==> src/rtl/decoder_pkg.sv <==
// Shared types for the sequential one-hot decoder: request modes and FSM states.
package decoder_pkg;

    typedef enum logic [1:0] {
        MODE_HOLD  = 2'b00,
        MODE_PULSE = 2'b01,
        MODE_SCAN  = 2'b10,
        MODE_RSVD  = 2'b11
    } mode_t;

    typedef enum logic [1:0] {
        IDLE  = 2'b00,
        HOLD  = 2'b01,
        PULSE = 2'b10,
        SCAN  = 2'b11
    } state_t;

endpackage

==> src/rtl/decoder_onehot.sv <==
// Combinational binary-to-one-hot decode with range flag; zero vector when out of range.
module decoder_onehot #(
    parameter int SEL_W   = 3,
    parameter int NUM_OUT = 8
) (
    input  logic [SEL_W-1:0]   sel,
    output logic [NUM_OUT-1:0] onehot,
    output logic               inRange
);

    // Extra bit lets NUM_OUT == 2**SEL_W compare without overflow.
    assign inRange = ({1'b0, sel} < (SEL_W+1)'(NUM_OUT));
    assign onehot  = inRange ? (NUM_OUT'(1) << sel) : '0;

endmodule

==> src/rtl/decoder_seq.sv <==
// Registered one-hot decoder with valid/ready request intake and hold, timed pulse
// and auto-scan output modes.
//
// state | meaning
// IDLE  | outputs cleared, accepting requests
// HOLD  | static one-hot output, accepting replacement requests
// PULSE | one-hot output for PULSE_LEN cycles, requests blocked
// SCAN  | rotating one-hot output, SCAN_PERIOD cycles per position, until stop
module decoder_seq
    import decoder_pkg::*;
#(
    parameter int SEL_W       = 3,
    parameter int NUM_OUT     = 8,
    parameter int PULSE_LEN   = 4,
    parameter int SCAN_PERIOD = 2
) (
    input  logic               clk,
    input  logic               rst,
    input  logic [SEL_W-1:0]   selIn,
    input  logic [1:0]         mode,
    input  logic               selValid,
    output logic               selReady,
    input  logic               stop,
    output logic [NUM_OUT-1:0] dataOut,
    output logic               busy,
    output logic               errOut
);

    localparam int PCNT_W = $clog2(PULSE_LEN + 1);
    localparam int SCNT_W = (SCAN_PERIOD > 1) ? $clog2(SCAN_PERIOD) : 1;

    localparam logic [PCNT_W-1:0] PULSE_LOAD = PCNT_W'(PULSE_LEN - 1);
    localparam logic [SCNT_W-1:0] SCAN_LOAD  = SCNT_W'(SCAN_PERIOD - 1);
    localparam logic [SEL_W-1:0]  LAST_IDX   = SEL_W'(NUM_OUT - 1);

    state_t               state_q, state_d;
    logic [NUM_OUT-1:0]   data_q, data_d;
    logic                 err_q, err_d;
    logic [PCNT_W-1:0]    pcnt_q, pcnt_d;
    logic [SCNT_W-1:0]    scnt_q, scnt_d;
    logic [SEL_W-1:0]     idx_q, idx_d;
    logic [SEL_W-1:0]     idx_next;
    logic [NUM_OUT-1:0]   req_vec, scan_vec;
    logic                 req_ok, scan_ok;
    logic                 accept;
    mode_t                req_mode;

    assign req_mode = mode_t'(mode);
    assign selReady = ((state_q == IDLE) || (state_q == HOLD)) && !stop;
    assign accept   = selValid && selReady;
    assign idx_next = (idx_q == LAST_IDX) ? '0 : idx_q + 1'b1;

    decoder_onehot #(
        .SEL_W   (SEL_W),
        .NUM_OUT (NUM_OUT)
    ) u_req_dec (
        .sel     (selIn),
        .onehot  (req_vec),
        .inRange (req_ok)
    );

    decoder_onehot #(
        .SEL_W   (SEL_W),
        .NUM_OUT (NUM_OUT)
    ) u_scan_dec (
        .sel     (idx_next),
        .onehot  (scan_vec),
        .inRange (scan_ok)
    );

    always_comb begin
        state_d = state_q;
        data_d  = data_q;
        err_d   = 1'b0;
        pcnt_d  = pcnt_q;
        scnt_d  = scnt_q;
        idx_d   = idx_q;

        if (stop) begin
            state_d = IDLE;
            data_d  = '0;
            pcnt_d  = '0;
            scnt_d  = '0;
            idx_d   = '0;
        end else if (accept) begin
            pcnt_d = '0;
            scnt_d = '0;
            idx_d  = '0;
            if (!req_ok || (req_mode == MODE_RSVD)) begin
                err_d   = 1'b1;
                data_d  = '0;
                state_d = IDLE;
            end else begin
                data_d = req_vec;
                case (req_mode)
                    MODE_HOLD: begin
                        state_d = HOLD;
                    end
                    MODE_PULSE: begin
                        pcnt_d  = PULSE_LOAD;
                        state_d = PULSE;
                    end
                    default: begin
                        idx_d   = selIn;
                        scnt_d  = SCAN_LOAD;
                        state_d = SCAN;
                    end
                endcase
            end
        end else begin
            // Counters hold the cycles remaining after the current one.
            case (state_q)
                PULSE: begin
                    if (pcnt_q == '0) begin
                        data_d  = '0;
                        state_d = IDLE;
                    end else begin
                        pcnt_d = pcnt_q - 1'b1;
                    end
                end
                SCAN: begin
                    if (scnt_q == '0) begin
                        idx_d  = idx_next;
                        data_d = scan_ok ? scan_vec : '0;
                        scnt_d = SCAN_LOAD;
                    end else begin
                        scnt_d = scnt_q - 1'b1;
                    end
                end
                default: begin
                end
            endcase
        end
    end

    always_ff @(posedge clk) begin
        if (rst) begin
            state_q <= IDLE;
            data_q  <= '0;
            err_q   <= 1'b0;
            pcnt_q  <= '0;
            scnt_q  <= '0;
            idx_q   <= '0;
        end else begin
            state_q <= state_d;
            data_q  <= data_d;
            err_q   <= err_d;
            pcnt_q  <= pcnt_d;
            scnt_q  <= scnt_d;
            idx_q   <= idx_d;
        end
    end

    assign dataOut = data_q;
    assign errOut  = err_q;
    assign busy    = (state_q == PULSE) || (state_q == SCAN);

endmodule

==> config.mk <==
export PLATFORM = sky130hd
export DESIGN_NAME = decoder_seq
export DESIGN_NICKNAME = d
export VERILOG_FILES = /design/src/rtl/decoder_pkg.sv /design/src/rtl/decoder_onehot.sv /design/src/rtl/decoder_seq.sv
export SDC_FILE = /design/constraint.sdc
export NUM_CORES = 1
export LEC_CHECK = 0
export BUFFER_PORTS_ARGS = -buffer_cell sky130_fd_sc_hd__buf_2
export CAP_MARGIN = 20
export CELL_PAD_IN_SITES_DETAIL_PLACEMENT = 1
export CELL_PAD_IN_SITES_GLOBAL_PLACEMENT = 1
export CORE_MARGIN = 2
export CORE_UTILIZATION = 37
export CTS_BUF_LIST = sky130_fd_sc_hd__clkbuf_16
export DETAILED_ROUTE_END_ITERATION = 6
export PLACE_DENSITY_LB_ADDON = 0.1
export SYNTH_ARGS = -nofsm -noshare
export SYNTH_HDL_FRONTEND = slang
export SYNTH_HIERARCHICAL = 1
export SYNTH_SLANG_ARGS = --single-unit
==> constraint.sdc <==
create_clock -name clk -period 1.5 [get_ports clk]
set_input_delay 0.225 -clock clk [delete_from_list [all_inputs] [get_ports clk]]
set_output_delay 0.225 -clock clk [all_outputs]
set_load 0.05 [all_outputs]
# ---- Yosys cells after proc, flatten, opt, wreduce, memory -nomap -nowiden
# Cells that the tools add are included.
# Widths: inputs -> output; s select.
dict set report op_classes {
  bitwise_logic 1
  reduce_logical 19
  n_eq_ne 10
  n_addsub 3
  shifts 2
  n_mux 27
}
# op count
set op_table {}
lappend op_table {{$mux 8} 4}
lappend op_table {{$mux 3} 9}
lappend op_table {{$pmux 8 s2} 1}
lappend op_table {{$shl 1x3->8 const A} 2}
lappend op_table {{$mux 2} 6}
lappend op_table {{$eq 2x2->1 const B} 3}
lappend op_table {{$mux 1} 6}
lappend op_table {{$ne 3x3->1 const B} 2}
lappend op_table {{$reduce_and 2->1} 3}
lappend op_table {{$reduce_bool 2->1} 3}
lappend op_table {{$eq 2x1->1 const B} 2}
lappend op_table {{$logic_not 2->1} 2}
lappend op_table {{$pmux 2 s2} 1}
lappend op_table {{$reduce_or 2->1} 2}
lappend op_table {{$add 3x1->3 const B} 1}
lappend op_table {{$eq 3x3->1 const B} 1}
lappend op_table {{$logic_not 3->1} 1}
lappend op_table {{$reduce_and 3->1} 1}
lappend op_table {{$reduce_bool 3->1} 1}
lappend op_table {{$reduce_or 3->1} 1}
lappend op_table {{$sub 3x1->3 const B} 1}
lappend op_table {{$logic_and 1x1->1} 2}
lappend op_table {{$logic_or 1x1->1} 2}
lappend op_table {{$ne 2x1->1 const B} 1}
lappend op_table {{other kinds (4)} 4}
dict set report word_totals {
  input_bits 9
  output_inout_bits 11
  wordCells 68
  register_bits 18
}

# ---- Longest topological paths before layout
dict set report logic_depth {
  ltp_word 6
  mapped_depth 6
  mapped_depth_nobuf 6
}

# ---- Cells and area by module
# Netlist, hierarchy kept.
# module instances seq_area_each_um2 area_per_inst_um2 cells_per_inst
set modules_own_cells {}
lappend modules_own_cells {decoder_seq 1 360.3 963.4 104}
lappend modules_own_cells {decoder_onehot 2 0.0 76.3 10}

# ---- Worst setup path after synthesis
# No wires, ideal clock.
dict set report synth_timing {
  path_kind {reg-to-reg}
  start {register idx_q[0]}
  end {register data_q[6], in the netlist dataOut[6]}
  n_path_buf 0
  stages_incl_launch_ff 7
  slack_ns -0.106
  t_arrival_ns 1.474
  path_cell_list {dfxtp_1 > ha_1 > ha_1 > nor2_1 > and3b_2 > a221oi_1 > nor3_1}
}
dict set report synth_via {
  elab_chain_cells 6
  word_cells_on_any_way 7
}
# item line_no
set synth_lines {}
lappend synth_lines {{start: declaration} decoder_seq.sv:41} ;# logic [SEL_W-1:0] idx_q, idx_d;
lappend synth_lines {{start signal: assignment} decoder_seq.sv:150} ;# idx_q <= idx_d;
lappend synth_lines {{$add 3x1->3 or $eq 3x3->1 (tied branches)} decoder_seq.sv:51} ;# assign idx_next = (idx_q == LAST_IDX) ? '0 : idx_q + 1'b1;
lappend synth_lines {{$mux 3 *} decoder_seq.sv:51}
lappend synth_lines {{named net idx_next[0]} decoder_seq.sv:42} ;# logic [SEL_W-1:0] idx_next;
lappend synth_lines {{$shl 1x3->8 *} decoder_onehot.sv:13} ;# assign onehot = inRange ? (NUM_OUT'(1) << sel) : '0;
lappend synth_lines {{named net scan_vec[6]} decoder_seq.sv:43} ;# logic [NUM_OUT-1:0] req_vec, scan_vec;
lappend synth_lines {{$mux 8 *} decoder_seq.sv:122} ;# if (scnt_q == '0) begin
lappend synth_lines {{$pmux 8 s2 *} decoder_seq.sv:112} ;# case (state_q)
lappend synth_lines {{$mux 8 *} decoder_seq.sv:85} ;# end else if (accept) begin
lappend synth_lines {{end signal: assignment} decoder_seq.sv:146} ;# data_q <= data_d;
lappend synth_lines {{end: declaration} decoder_seq.sv:37} ;# logic [NUM_OUT-1:0] data_q, data_d;
# The timed path passes the listed nets; every way through them passes the cells marked *. The select of a mux whose other input is x is not followed.
# A chain may end at the register's enable or synchronous reset.

# ---- Worst setup path after layout
dict set report layout_timing {
  start {register idx_q[0]}
  end {register data_q[3], in the netlist dataOut[3]}
}
# The elaborated chain is that of the path after synthesis.

==> metrics.md <==
| Metric | Value |
|---|---|
| Status | finished with violations |
| Failing checks | DRC |
| Syn Inst Count | 124 |
| Vias per cell | 5.59 |
| Area grow syn2layout | 28.3% |
| Post-synthesis mux area share | 0% |
| Final setup violation count | 0 |
| Largest family of logic cells by synthesized area | simple AND/OR/NAND/NOR gates |
| Hold depth | 2 |
| Maximum fanout along the worst path | 9 |
| Compound-gate portion of the synthesized area | 17.5% |
| Final hold slack | 163 ps |
| IO Pins | 20 |
| Initial Utilization | 39.8% |
| Synth Area in Simple Gates | 35.7% |
| Pre-CTS setup slack | -45.4 ps |
| Layout cells sized above 1 | 42.0% |
| RSZ-0062 raised after global routing | true |
| Peak supply drop | 399 µV |
| Period utilisation layout | 94.9% |
| R2R Setup Slk | 80 ps |
| Number of synthesized flops with an enable pin | 0 |
| Chip Width | 58.9 µm |
| Drt first pass iters | 5 |
| Clock skew | 3.89 ps |
| Multi-input gate area | 754 µm² |
| Largest net degree at the start of global routing | 17 |
| Area share of the largest cell type after synthesis | 32.3% |
| Initial antenna violation count | 0 |
| Cell Chain, Critical Path | ha_2, ha_4, and3b_2, a221oi_2, nor3_1 |
| MaxCap Viol Count | 0 |
| Post-Place Cell Area | 1300 µm² |
| Remaining DRCs | 3 |
| Post-route cell area | 1430 µm² |
| Crit path max-delay family | adder cells |
| Max Slew Vio Count | 0 |
| Main area contributors after synthesis | dfxtp_1 32%, a221oi_1 7.8%, and3b_2 6.3% |
| Clk Latency, worst-skew pair | 250 ps |
| Hold WC Path Type | input pin to register |
| Primary FF master, synth | dfxtp_1 |
| CP arrival | 1550 ps |
| Row cnt | 19 |
| Top cells by count, synth | 18 x dfxtp_1, 16 x nor2_1, 13 x nor3_1 |
| Detail Route Antenna Nets | 0 |
| Avg WL per Cell | 14.4 µm |
| Most frequent cell after synthesis | dfxtp_1 |
| Initial drt markers | 22 |
| Final Hold Violating Endpoints | 0 |
| Leak | 0.600 nW |
| Seq/Total Area, Yosys | 32.3% |
| Die ar. | 3470 µm² |
| Fillers | 341 |
| Via count | 1011 |
| Synth cell types | 37 |
| Synth warn | 6 |
| Post-synth ARST share | 0% |
| Syn Area/Cell | 9.00 µm² |
| Worst hold start | rst |
| R2r startpoint | idx_q[0] |
| Clock Tree Buf Depth | 2 |
| Storage cell area | 362 µm² |
| Reg2Reg Depth | 5 |
| PnR worst setup slack | 75.8 ps |
| Clock Tree Root | clkbuf_16 |
| Synth Area in Adders | 4.48% |
| Post CTS Setup Buffer Count | 0 |
| Drt total wl | 2.61 mm |
| Gpl congestion | 0.751 |
| H-tree levels | 1 |
| Fmax | 702 MHz |
| PD cells | 874 nW/µm² |
| Synthesized net count | 137 |
| # port buffers | 19 |
| GRT Util Overall | 17.7% |
| Clk slew on worst S/H paths | 50 ps |
| Die height | 58.9 µm |
| Core footprint | 2810 µm² |
| Hold endpoint | state_q[0] |
| CP Capture Type | register |
| Max incr delay on CP | 310 ps |
| Net count, final | 164 |
| Post-DP HPWL | 1.98 mm |
| CTS buffer count | 3 |
| CP max stage cell | dfxtp_1 |
| Top cell type by total area after synthesis | dfxtp_1 |
| Netlist Area Pre-Place | 1120 µm² |
| Critical path buffers and inverters | 0 |
| Total power | 1.25 mW |
| Xor and xnor area share after synthesis | 3.14% |
| Vias in the first global route | 1043 |
| CP Class | register to register |
| RR Endpoint | dataOut[3] |
| Clock net sink count | 18 |
| Gr ovfl total | 0 |
| Type of origin of the critical path | register |
| CTS tree | done |
| Min Tclk post-route | 1420 ps |
| Required @ worst endpoint | 1620 ps |
| Post-synthesis register bit count | 18 |
| Antenna cells | 0 |
| First-pass GRT wire length | 4.69 mm |
## metal layers
layer / vias to the layer above / track usage [%] / part of all wire, %
met4: 0 / 5.84 / 0.65
met2: 15 / 31.1 / 52
li1: 509 / - / -
met3: 2 / 2.64 / 2.6
met1: 485 / 21.9 / 44
met5: - / 0 / 0
## where the power goes
group | total (mW) | switching, mW | internal [mW]
Combinational | 0.218 | 0.133 | 0.0851
Clock | 0.534 | 0.180 | 0.354
Sequential | 0.498 | 0.00686 | 0.492
## how the worst max path moves through the flow
| stage | startpoint | end | slack, ps | cells past startpoint |
|---|---|---|---|---|
| floorplan | idx_q[0] | dataOut[6] | -2 | 6 |
| global placement | idx_q[0] | dataOut[6] | -0.8 | 6 |
| detailed placement | idx_q[0] | dataOut[6] | -50 | 6 |
| CTS | state_q[1] | dataOut[5] | 1 | 6 |
| global route | state_q[1] | idx_q[2] | -10 | 4 |
| finish | idx_q[0] | dataOut[3] | 80 | 5 |
## worst register-to-register path: stages (launching register included)
cell and delay, ps:
dfxtp_1 310, ha_2 190, ha_4 300, and3b_2 210, a221oi_2 220, nor3_1 60
## layout by cell type (no fill, tap or decap), types with 4 or more instances in the layout
cell      netlist  final
a221oi_2        1      6
nand2_1         4      4
buf_4           2      8
a221oi_1       10      5
buf_2           0     19
nor3b_1         6      6
dfxtp_1        18     17
and3b_2         7      7
nor3_1         13     12
nor2_1         16     15
and3_2          3      4
## cells by family after synthesis
logic type	count (synthesis)
buf+inv	11
other cells	2
compound gates	22
simple gates	63
flops	18
fa+ha+maj	4
xor+xnor	4
## cell type report
cell class	instances	area share, %
clock buffer	3	5.24
clock inverter	1	0.262
inverter	3	0.787
multi-input combinational	96	52.7
sequential	18	25.3
tap	31	2.71
timing repair buffer	29	13.0
## through the flow
| step | setup TNS [ps] | std cells | util, % |
|---|---|---|---|
| after global routing | -12.8 | 181 | 51.0 |
| after global placement | -0.838 | 176 | 46.3 |
| final | 0 | 181 | 51.0 |
| after CTS | 0 | 181 | 50.0 |
| after detailed placement | -111 | 176 | 46.3 |
| after floorplan | -2.17 | 124 | - |
## sequential cells by signal (all words and copies together), names as in the netlist
| signal | cells |
|---|---|
| idx_q | 3 |
| errOut | 1 |
| state_q | 2 |
| dataOut | 8 |
| pcnt_q | 3 |
| scnt_q | 1 |
## timing repair
action	CTS	global route
hold buffers	0	0
cloned	1	0
pin swaps	3	4
resized for setup	4	7
endpoints found under the setup margin	6	12
Power figures use the tool's default switching activity.
